[config.mk]
export PLATFORM = sky130hd
export DESIGN_NAME = lru_resolve
export DESIGN_NICKNAME = d
export VERILOG_FILES = /design/src/rtl/lru_resolve_pkg.sv /design/src/rtl/lru_fwd_window.sv /design/src/rtl/lru_resolve.sv
export SDC_FILE = /design/constraint.sdc
export NUM_CORES = 1
export LEC_CHECK = 0
export BUFFER_PORTS_ARGS = -buffer_cell sky130_fd_sc_hd__buf_2
export CAP_MARGIN = 20
export CORE_MARGIN = 2
export CORE_UTILIZATION = 55
export DETAILED_ROUTE_END_ITERATION = 8
export GPL_TIMING_DRIVEN = 0
export PLACE_DENSITY = 0.77
export SLEW_MARGIN = 20
export SYNTH_ARGS = -nofsm -noshare
export SYNTH_HDL_FRONTEND = slang
export SYNTH_SLANG_ARGS = --single-unit
[constraint.sdc]
create_clock -name aclk -period 14.58 [get_ports aclk]
set_clock_uncertainty 0.15 [all_clocks]
set_input_delay 0.729 -clock aclk [delete_from_list [all_inputs] [get_ports aclk]]
set_output_delay 0.729 -clock aclk [all_outputs]
set_load 0.05 [all_outputs]
[src/rtl/lru_resolve_pkg.sv]
// Shared types for the LRU resolve stage: tagged key beats, values and write-path results.
// Optional build macro: LRU_RESOLVE_STATS_EN adds hit/miss beat counters on the top level.
package lru_resolve_pkg;

    localparam int KEY_BITS          = 16;
    localparam int DATA_BITS         = 64;
    localparam int DEF_CACHE_DEPTH   = 8;

    typedef logic [KEY_BITS-1:0]  agg_key_t;
    typedef logic [DATA_BITS-1:0] agg_val_t;

    // Tagged key from the hit-tagging stage.
    typedef struct packed {
        agg_key_t key;
        logic     last;
        logic     hit;
    } dist_t;

    // Result beat toward the memory write path.
    typedef struct packed {
        agg_key_t key;
        agg_val_t value;
        logic     last;
    } agg_wr_t;

endpackage

[src/rtl/lru_fwd_window.sv]
// Forward window: shift register of recent {key,value} results with a youngest-first lookup.
// Entry 0 is the youngest; a result written this cycle is visible to the lookup next cycle.
module lru_fwd_window
    import lru_resolve_pkg::*;
#(
    parameter int DEPTH = DEF_CACHE_DEPTH
) (
    input  logic     clk,
    input  logic     rst_n,
    input  logic     shift_en,
    input  agg_key_t new_key,
    input  agg_val_t new_value,
    input  agg_key_t lookup_key,
    output logic     match,
    output agg_val_t value
);

    logic [DEPTH-1:0][KEY_BITS-1:0]  keys;
    logic [DEPTH-1:0][DATA_BITS-1:0] vals;
    logic [DEPTH-1:0]                vld;

    // Shift the new result into entry 0, dropping the oldest entry; only valid bits need reset.
    always_ff @(posedge clk) begin
        if (!rst_n) begin
            vld <= '0;
        end else if (shift_en) begin
            keys <= {keys[DEPTH-2:0], new_key};
            vals <= {vals[DEPTH-2:0], new_value};
            vld  <= {vld[DEPTH-2:0], 1'b1};
        end
    end

    // Scan oldest to youngest so the youngest matching entry overrides older ones.
    always_comb begin
        match = 1'b0;
        value = '0;
        for (int i = DEPTH - 1; i >= 0; i--) begin
            if (vld[i] && keys[i] == lookup_key) begin
                match = 1'b1;
                value = vals[i];
            end
        end
    end

endmodule

[src/rtl/lru_resolve.sv]
// LRU resolve stage: joins tagged keys, operands and memory read data, adds base+operand,
// forwards bases for hits from a window of recent results, and drives the write path.
// Optional build macro: LRU_RESOLVE_STATS_EN adds hit_cnt / miss_cnt outputs.
module lru_resolve
    import lru_resolve_pkg::*;
#(
    parameter int CACHE_DEPTH = DEF_CACHE_DEPTH
) (
    input  logic        aclk,
    input  logic        aresetn,
    input  logic        s_meta_valid,
    output logic        s_meta_ready,
    input  dist_t       s_meta_data,
    input  logic        s_op_valid,
    output logic        s_op_ready,
    input  agg_val_t    s_op_data,
    input  logic        s_rd_valid,
    output logic        s_rd_ready,
    input  agg_val_t    s_rd_data,
    output logic        m_wr_valid,
    input  logic        m_wr_ready,
    output agg_wr_t     m_wr_data,
`ifdef LRU_RESOLVE_STATS_EN
    output logic [31:0] hit_cnt,
    output logic [31:0] miss_cnt,
`endif
    output logic        err
);

    logic     fire;
    logic     win_match;
    agg_val_t win_value;
    agg_val_t base;
    agg_val_t sum;

    // A beat fires only when every source it needs is present and the output slot is free;
    // aresetn gates it so readies stay low throughout reset.
    assign fire = aresetn & s_meta_valid & s_op_valid
                & (s_meta_data.hit | s_rd_valid)
                & (~m_wr_valid | m_wr_ready);

    assign s_meta_ready = fire;
    assign s_op_ready   = fire;
    assign s_rd_ready   = fire & ~s_meta_data.hit;

    lru_fwd_window #(.DEPTH(CACHE_DEPTH)) u_window (
        .clk        (aclk),
        .rst_n      (aresetn),
        .shift_en   (fire),
        .new_key    (s_meta_data.key),
        .new_value  (sum),
        .lookup_key (s_meta_data.key),
        .match      (win_match),
        .value      (win_value)
    );

    // Hits take the forwarded value (zero when orphaned); misses always take read data.
    always_comb begin
        base = s_rd_data;
        if (s_meta_data.hit) begin
            base = win_match ? win_value : '0;
        end
    end

    assign sum = base + s_op_data;

    // Output register: loads on fire, clears after acceptance, holds while stalled.
    always_ff @(posedge aclk) begin
        if (!aresetn) begin
            m_wr_valid <= 1'b0;
            m_wr_data  <= '0;
        end else if (fire) begin
            m_wr_valid      <= 1'b1;
            m_wr_data.key   <= s_meta_data.key;
            m_wr_data.value <= sum;
            m_wr_data.last  <= s_meta_data.last;
        end else if (m_wr_ready) begin
            m_wr_valid <= 1'b0;
        end
    end

    // Sticky error: a tagged hit whose producer is not in the window.
    always_ff @(posedge aclk) begin
        if (!aresetn) begin
            err <= 1'b0;
        end else if (fire && s_meta_data.hit && !win_match) begin
            err <= 1'b1;
        end
    end

`ifdef LRU_RESOLVE_STATS_EN
    // Fired-beat counters split by hit tag; wrap naturally at 2^32.
    always_ff @(posedge aclk) begin
        if (!aresetn) begin
            hit_cnt  <= '0;
            miss_cnt <= '0;
        end else if (fire) begin
            if (s_meta_data.hit) hit_cnt  <= hit_cnt + 32'd1;
            else                 miss_cnt <= miss_cnt + 32'd1;
        end
    end
`endif

endmodule

; ---- Yosys cells after proc, flatten, opt, wreduce, memory -nomap -nowiden
; Cells that the tools add are included.
[totals]
ff_bits = 731
inputBits = 152
output_inout_bits = 86
elab_cells = 73
[op_classes]
add_sub_neg = 1
eq_ne = 8
n_mux = 20
bitwise = 9
reduce_logical = 13
[ops]
columns = cell, count
row1 = $mux W64, 10
row2 = $eq A16 B16 Y1, 8
row3 = $add A64 B64 Y64, 1
row4 = $logic_and A1 B1 Y1, 10
row5 = $mux W1, 10
row6 = $and A1 B1 Y1, 5
row7 = $not A1 Y1, 2
row8 = $or A1 B1 Y1, 2
row9 = $reduce_and A2 Y1, 1
row10 = $reduce_bool A2 Y1, 1
row11 = $logic_not A1 Y1, 1

; ---- Depth between registers and ports, before layout
; Gate-level depths: netlist of the first run.
[depth]
ltp_word = 13
depth_mapped = 26
mapped_depth_nobuf = 22

; ---- Hierarchy
; A second synthesis of the first run with hierarchy kept.
[unflattened]
hier_cells = 3028
hier_area_um2 = 34525.6
[by_module_without_submodules]
columns = mod, instances, cells_each, area_each_um2, seq_area_each_um2
row1 = lru_fwd_window, 1, 1863, 26668.1, 19378.6
row2 = lru_resolve, 1, 1165, 7857.5, 1661.6

; ---- Worst setup path after synthesis of the first run
; Ideal clock, no wire load.
[synth_timing]
kind = in2reg
start = in s_meta_data[0] (netlist bit)
end = reg u_window.keys[0] (netlist bit) (enable)
setup_time_ns = 0.981
arrival_time_ns = 14.229
required_time_ns = 13.449
slack_ns = -0.779
path_stages = 7
path_buffers = 4
cell_sequence = clkbuf_1 o2111ai_1 or2_2 clkbuf_1 clkbuf_1 clkbuf_1 inv_1
[synth_via]
elab_chain_len = 4
[synth_rtl]
columns = item, line_no
row1 = from (decl), lru_resolve.sv:13  ; input dist_t s_meta_data,
row2 = $or A1 B1 Y1, lru_resolve.sv:39  ; & (s_meta_data.hit | s_rd_valid)
row3 = $and A1 B1 Y1, lru_resolve.sv:39
row4 = $and A1 B1 Y1, lru_resolve.sv:40  ; & (~m_wr_valid | m_wr_ready);
row5 = $reduce_and A2 Y1 (no line), --
row6 = to (signal assigned), lru_fwd_window.sv:27  ; keys <= {keys[DEPTH-2:0], new_key};
row7 = to (decl), lru_fwd_window.sv:18  ; logic [DEPTH-1:0][KEY_BITS-1:0] keys;
; No other way between the ends.
; A chain may end at the register's enable or synchronous reset.

; ---- Worst setup path after layout of the first run
[layout_timing]
start = in s_meta_data[12] (netlist bit)
end = reg u_window.vals[56] (netlist bit), data pin
[layout_via]
elab_chain_len = 13
word_cells_on_any_way = 35
classes_between = add/sub (1) / eq/ne (8) / mux (18) / reduce/logical (8)
[layout_rtl]
columns = item, line_no
row1 = $eq A16 B16 Y1, lru_fwd_window.sv:38  ; if (vld[i] && keys[i] == lookup_key) begin
row2 = $logic_and A1 B1 Y1, lru_fwd_window.sv:38
row3 = $mux W64 or $mux W1 (tied branches) (8 in a row), lru_fwd_window.sv:38
row4 = $mux W64 *, lru_resolve.sv:61  ; base = win_match ? win_value : '0;
row5 = $mux W64 *, lru_resolve.sv:60  ; if (s_meta_data.hit) begin
row6 = $add A64 B64 Y64 *, lru_resolve.sv:65  ; assign sum = base + s_op_data;
row7 = net sum[56], lru_resolve.sv:34  ; agg_val_t sum;
row8 = to (signal assigned), lru_fwd_window.sv:28  ; vals <= {vals[DEPTH-2:0], new_value};
row9 = to (decl), lru_fwd_window.sv:19  ; logic [DEPTH-1:0][DATA_BITS-1:0] vals;
; Mark *: on every way through the listed nets, which the timed path passes. The rest lies on a longest branch.

==> results of run 1 <==
[layout by cell type, fill, tap and decap left out, types with 90 or more instances in the layout]
cell / n
o21ai_0: 91
nand3_1: 97
a21oi_1: 129
edfxtp_1: 640
clkbuf_1: 143
xor2_1: 90
xnor2_1: 96
nand2_1: 254
nor2_1: 113
dfxtp_1: 91
buf_2: 269
[flip-flops by register name (all words and copies together), names as in the netlist]
register,flops
u_window.vld,8
m_wr_valid,1
u_window.vals,512
u_window.keys,128
err,1
m_wr_data,81
[worst min-delay path by stage]
stage	startpoint	to	slack, ps	cells past startpoint
final	s_meta_data[6]	u_window.keys[4]$_DFFE_PP_	140	1
after global routing	s_meta_data[8]	u_window.keys[6]$_DFFE_PP_	130	1
after floorplan	u_window.vals[255]$_DFFE_PP_	u_window.vals[319]$_DFFE_PP_	270	0
after detailed placement	u_window.vals[249]$_DFFE_PP_	u_window.vals[313]$_DFFE_PP_	280	0
after CTS	s_meta_data[14]	u_window.keys[12]$_DFFE_PP_	120	1
after global placement	u_window.vals[140]$_DFFE_PP_	u_window.vals[204]$_DFFE_PP_	270	0
[critical path, delay by kind of cell]
| kind | cells | cell delay [ps] |
|---|---|---|
| AOI/OAI and AO/OA | 9 | 2630 |
| buffers and inverters | 5 | 1720 |
| and+or+nand+nor | 5 | 1280 |
| adders and majority gates | 2 | 720 |
| xor gates and xnor gates | 2 | 620 |
[layer usage]
layer | global-route usage [%] | vias to the layer above | routed length, um
met2 | 48.4 | 1413 | 43800
met3 | 7.78 | 233 | 10400
met4 | 13.8 | 4 | 4470
li1 | - | 10600 | -
met1 | 39.9 | 11700 | 36100
met5 | 0 | - | 26
[final cells by class]
| cell class | instances | share of cell area, % |
|---|---|---|
| Timing Repair Buffer | 261 | 4.41 |
| Antenna cell | 6 | 0.0395 |
| Clock inverter | 31 | 0.698 |
| Sequential cell | 731 | 55.3 |
| Clock buffer | 110 | 5.91 |
| Inverter | 33 | 0.336 |
| Buffer | 177 | 1.98 |
| Tap cell | 773 | 2.54 |
| Multi-Input combinational cell | 1646 | 28.8 |
[kinds of logic after synthesis]
logic type	count (synthesis)	share of synthesized area (%)
AOI/OAI and AO/OA	634	13.5
xor gates and xnor gates	186	4.96
adders and majority gates	64	2.46
buffers and inverters	210	2.67
DFF	731	64.1
muxes	64	1.95
and+or+nand+nor	698	10.4
[metrics by stage]
stage          worst slack, ps  cells  area, um2
2_1_floorplan             2240   2587      32800
3_5_place_dp              6510   3620      35500
6_report                  7100   3768      38000
3_3_place_gp             -2350   3596      35000
5_1_grt                   6840   3763      38000
4_1_cts                   7070   3761      38000
[where the power goes]
group / leakage (uW) / switching (uW) / total [uW] / internal [uW]
registers: 0.00658 / 31.2 / 2360 / 2330
clock network: 0.00123 / 818 / 1960 / 1140
logic: 0.00571 / 281 / 414 / 132
total: 0.0135 / 1130 / 4740 / 3610
==> flow_metrics.py, run 1 <==
metrics = {
    "logic_synthesis": {
        "synth_top_area_share_pct": 58.5,
        "syn_area_per_cell_um2": 12.7,
        "synthTopCellsByArea": "edfxtp_1 (59%), dfxtp_1 (5.6%), nand2_1 (2.9%), xnor2_1 (2.6%), ha_1 (2.4%)",
        "synth_area_mm2": 0.0328,
        "syn-instance-count": 2587,
        "synth_flop_cell": "edfxtp_1",
        "synth_top_area_cell": "edfxtp_1",
        "synth_seq_area_share_pct": 64.1,
        "mappedNetlistNets": 2803,
        "synth.distinct_cells": 77,
        "synthArstFlopShare_pct": 0,
        "synth_common_cells": "edfxtp_1 (640), nand2_1 (254), a21oi_1 (129)",
        "synthMostInstantiatedCell": "edfxtp_1",
        "yosys_warnings": 0,
        "synth_edf_count": 640,
        "ys_ff_latch": 731,
    },
    "clock_network": {
        "cts.sinks": 731,
        "holdBufCountCts": 0,
        "clk_pin_slew_ps": 60,
        "ctsRootBufferMaster": "clkbuf_16",
        "post_cts_resized": 0,
        "htreeDepth": 3,
        "cts_made_buffers": 77,
        "cts_setup_buffers": 0,
        "cts_buffer_depth": 3,
        "cts_tree": "done",
        "clk_latency_ps": 630,
    },
    "die": {
        "io_pins": 238,
        "initial_utilization_pct": 55.6,
        "core_mm2": 0.0590,
        "die_h_um": 248,
        "die_w_um": 248,
        "rows": 89,
        "dieArea_mm2": 0.0617,
    },
    "power": {
        "power_uw": 4740,
        "ir_drop_v": 0.000101,
        "p_per_area_mw_per_mm2": 125,
        "p_leak_uw": 0.0135,
    },
    "timing": {
        "rsz0062_at_grt": "false",
        "finalMaxSlewViolations": 0,
        "setup_viol": 0,
        "min_period_ps": 7480,
        "slew-limit-headroom_pct": 17.5,
        "worst_pin_slew_ps": 1240,
        "fin_setup_tns_ps": 0,
        "hold_viol": 0,
        "hold-worst-slack_ps": 145,
        "clock.fmax_mhz": 134,
        "fin_crit_sh_pct": 51.3,
    },
    "worst_setup_path": {
        "cp_max_fo": 10,
        "reg2reg_setup_slack_ps": 7160,
        "max_stage_delay_ps": 800,
        "r2r_cells": 21,
        "cp.arrival_ps": 7730,
        "crit_end": "u_window.vals[56]$_DFFE_PP_",
        "cp-start-kind": "input port",
        "worstSetupPathType": "in2reg",
        "crit_path_end_kind": "flop",
        "cp.required_ps": 14830,
        "r2r-end": "u_window.vals[56]$_DFFE_PP_",
        "crit_start": "s_meta_data[12]",
        "cp_slowest_cell": "clkbuf_1",
        "worstReg2RegStart": "u_window.keys[74]$_DFFE_PP_",
        "crit_chain": "buf_2, buf_2, xnor2_1, nand4_1, or3b_1, nor3_4, clkbuf_1, clkbuf_1, a211oi_1, o31ai_1, ha_1, inv_1, fa_1, nor2b_1, o31a_1, o211ai_1, a31oi_1, o31ai_2, o31ai_1, a41o_1, a21o_1, nand2b_1, xor2_1",
    },
    "routing": {
        "post_drt_wl_per_cell_um": 25.1,
        "vias_per_cell": 6.36,
        "initialDrtViolationCount": 2852,
        "dr_total_vias": 24000,
        "ant_nets": 0,
        "wl_um": 94800,
        "drc": 0,
        "first_pass_iters": 8,
    },
    "cells_and_area": {
        "nFillCells": 4436,
        "fin_nets": 3143,
        "multi_input_area_mm2": 0.0109,
        "syn_to_final_growth_pct": 15.8,
        "seq_area_mm2": 0.0210,
        "drive_gt1_share_pct": 14.7,
        "finish.utilization_pct": 64.4,
    },
    "run_status": {
        "outcome": "complete, no violations",
    },
    "global_routing": {
        "overflow": 0,
        "grt_max_degree": 41,
        "antenna_found_initial": 10,
        "grt_pass1_wl_um": 140000,
        "grt_pass1_vias": 23300,
        "grt_use_total_pct": 30.6,
    },
    "placement": {
        "hpwl_um": 69100,
        "port_buffers": 236,
        "place_congestion": 0.983,
    },
    "min_path": {
        "hp-class": "in2reg",
    },
    "run": {
        "cap_violations": 0,
    },
}
(Power assumes the default switching activity.)
==> run 2, diff against run 1 <==
clock period = 6.6 ns   (was 14.58 ns; I/O delays follow)
==> run 2 against run 1 <==
Net effect: power increased by 120%; global-route usage shrank 0.25 points; design area up 1.4%; clock-buffer cell count decreased by 7; wire length down 0.68%; die area did not move; non-clock buffer count grew 28; clock power is 120% higher; critical path type is now reg2reg; largest cell class unchanged; highest routed layer unchanged.
==> flow_metrics.py, run 2 (same netlist as run 1, synthesis figures left out) <==
metrics = {
    "clock_network": {
        "cts.sinks": 731,
        "ctsRootBufferMaster": "clkbuf_16",
        "clk_pin_slew_ps": 60,
        "clk_latency_ps": 630,
        "cts_buffer_depth": 3,
        "cts_tree": "done",
        "htreeDepth": 3,
        "cts_made_buffers": 76,
    },
    "worst_setup_path": {
        "cp-start-kind": "flop",
        "reg2reg_setup_slack_ps": 90,
        "r2r-end": "u_window.vals[48]$_DFFE_PP_",
        "cp.required_ps": 6820,
        "worstSetupPathType": "reg2reg",
        "cp.arrival_ps": 6730,
        "cp_max_fo": 10,
        "r2r_cells": 23,
        "crit_path_end_kind": "flop",
        "worstReg2RegStart": "u_window.keys[35]$_DFFE_PP_",
    },
    "timing": {
        "clock.fmax_mhz": 154,
        "slew-limit-headroom_pct": 32.0,
        "fin_crit_sh_pct": 98.6,
        "worst_pin_slew_ps": 1020,
        "finalMaxSlewViolations": 0,
        "min_period_ps": 6510,
        "hold_viol": 0,
        "setup_viol": 0,
    },
    "power": {
        "p_switching_uw": 2500,
        "clockPowerShare_pct": 40.9,
        "p_seq_share_pct": 50.0,
        "p_per_area_mw_per_mm2": 270,
        "p_int_uw": 7930,
        "comb_power_share_pct": 9.1,
        "ir_drop_v": 0.000206,
        "p_leak_uw": 0.0138,
        "switching_share_pct": 24.0,
    },
    "min_path": {
        "holdPathEnd": "m_wr_data[72]$_SDFFE_PN0P_",
        "min_path_cells": 4,
        "hp-class": "in2reg",
        "hold_start": "s_meta_data[9]",
    },
    "routing": {
        "drc": 0,
        "ant_nets": 0,
        "vias_per_cell": 6.32,
        "first_pass_iters": 8,
        "dr_total_vias": 24000,
        "initialDrtViolationCount": 2770,
        "wl_um": 94100,
        "post_drt_wl_per_cell_um": 24.8,
    },
    "die": {
        "io_pins": 238,
        "die_h_um": 248,
        "dieArea_mm2": 0.0617,
        "core_mm2": 0.0590,
        "initial_utilization_pct": 55.6,
        "rows": 89,
        "die_w_um": 248,
    },
    "cells_and_area": {
        "regMostFlops": "u_window.vals",
        "largest_register_ffs": 512,
        "syn_to_final_growth_pct": 17.5,
        "fin_area_mm2": 0.0386,
        "fin_nets": 3170,
        "finish.utilization_pct": 65.4,
        "nFillCells": 4357,
        "top_regs": "u_window.vals x512, u_window.keys x128, m_wr_data x81",
        "drive_gt1_share_pct": 16.4,
        "seq_area_mm2": 0.0210,
        "multi_input_area_mm2": 0.0112,
        "final_common_cell": "edfxtp_1",
        "final_cell_mix": "edfxtp_1 (640), buf_2 (266), nand2_1 (254)",
    },
    "global_routing": {
        "grt_use_total_pct": 30.3,
        "grt_pass1_vias": 23300,
        "antenna_found_initial": 8,
        "overflow": 0,
        "grt_max_degree": 39,
        "grt_pass1_wl_um": 139000,
    },
    "placement": {
        "port_buffers": 236,
        "place_congestion": 0.960,
        "dpl_cell_area_mm2": 0.0355,
        "hpwl_um": 68900,
    },
    "run": {
        "cap_violations": 0,
    },
    "run_status": {
        "outcome": "complete, no violations",
    },
}
==> run 2: cell count changes in the layout (fill, tap and decap cells not counted), moves of 8 or more <==
cell | previous run | this run
dlygate4sd3_1 | 0 | 21
buf_4 | 1 | 12
clkbuf_2 | 1 | 9
o31ai_2 | 2 | 11
clkbuf_1 | 143 | 127
o31ai_1 | 68 | 53
==> run 2: worst max path at each step <==
stage | from | to | depth (start not counted) | slack (ps)
after floorplan | s_meta_data[0] | u_window.keys[0]$_DFFE_PP_ | 7 | -4770
after global placement | s_meta_data[0] | u_window.vals[420]$_DFFE_PP_ | 7 | -8420
after detailed placement | s_meta_data[12] | u_window.vals[52]$_DFFE_PP_ | 22 | -1190
after CTS | u_window.keys[89]$_DFFE_PP_ | u_window.vals[62]$_DFFE_PP_ | 21 | 2
after global routing | u_window.keys[35]$_DFFE_PP_ | m_wr_data[52]$_SDFFE_PN0P_ | 22 | -40
final | u_window.keys[35]$_DFFE_PP_ | u_window.vals[48]$_DFFE_PP_ | 23 | 90
==> run 2: worst max-delay path: stages (launching register included) <==
cell      delay [ps]
edfxtp_1         410
xor2_1           180
nor4_1           320
nand2_1          170
or4_1            530
buf_4            250
nand2_8          190
nor2_1            90
or2_1            200
clkbuf_4         260
buf_6            220
o31ai_4          360
ha_2             260
inv_1             60
fa_1             430
nor2b_1          170
o31a_1           210
o211ai_1         160
a31oi_2          290
o31ai_4          150
o31ai_4          340
a41o_2           310
a21boi_0         140
xnor2_1          390
==> run 2: cell type report <==
cell class | instances | share of cell area [%]
Timing Repair Buffer | 293 | 5.14
Clock buffer | 103 | 5.32
Sequential cell | 731 | 54.6
Tap cell | 773 | 2.51
Antenna cell | 2 | 0.0130
Inverter | 33 | 0.331
Buffer | 173 | 2.09
Multi-Input combinational cell | 1646 | 29.1
Clock inverter | 35 | 0.976
==> run 2: power by group through the flow <==
stage | Clock, uW | Combinational, uW | Sequential (uW)
after global placement | 0 | 859 | 5380
after CTS | 4290 | 917 | 5220
final | 4260 | 949 | 5220
after detailed placement | 0 | 894 | 5310
after global routing | 4470 | 1010 | 5230
after floorplan | 0 | 495 | 5420
==> run 2: repair_timing <==
item	CTS	global route
hold endpoints to repair	21	0
pin swaps	2	8
resized for setup	26	43
buffers inserted	3	7
hold buffers	21	0
setup endpoints to repair	57	40
==> run 2: layer usage <==
layer | part of all wire (%) | wire length, um | vias up | GRT usage (%)
li1 | - | - | 10700 | -
met1 | 38 | 36200 | 11700 | 40.2
met2 | 46 | 43700 | 1355 | 47.9
met3 | 11 | 10300 | 219 | 7.61
met4 | 4.1 | 3880 | 8 | 12.7
met5 | 0.046 | 43 | - | 0
==> run 2: per-stage QoR <==
stage	setup slack [ps]	power [uW]	hold WS, ps	cells	setup TNS [ps]
2_1_floorplan	-4770	5910	267	2587	-3050030
3_3_place_gp	-8420	6230	273	3596	-5530870
3_5_place_dp	-1190	6210	277	3622	-42390
4_1_cts	1.77	10400	41.5	3783	0
5_1_grt	-41.2	10700	94.8	3788	-53.9
6_report	92.0	10400	73.8	3789	0
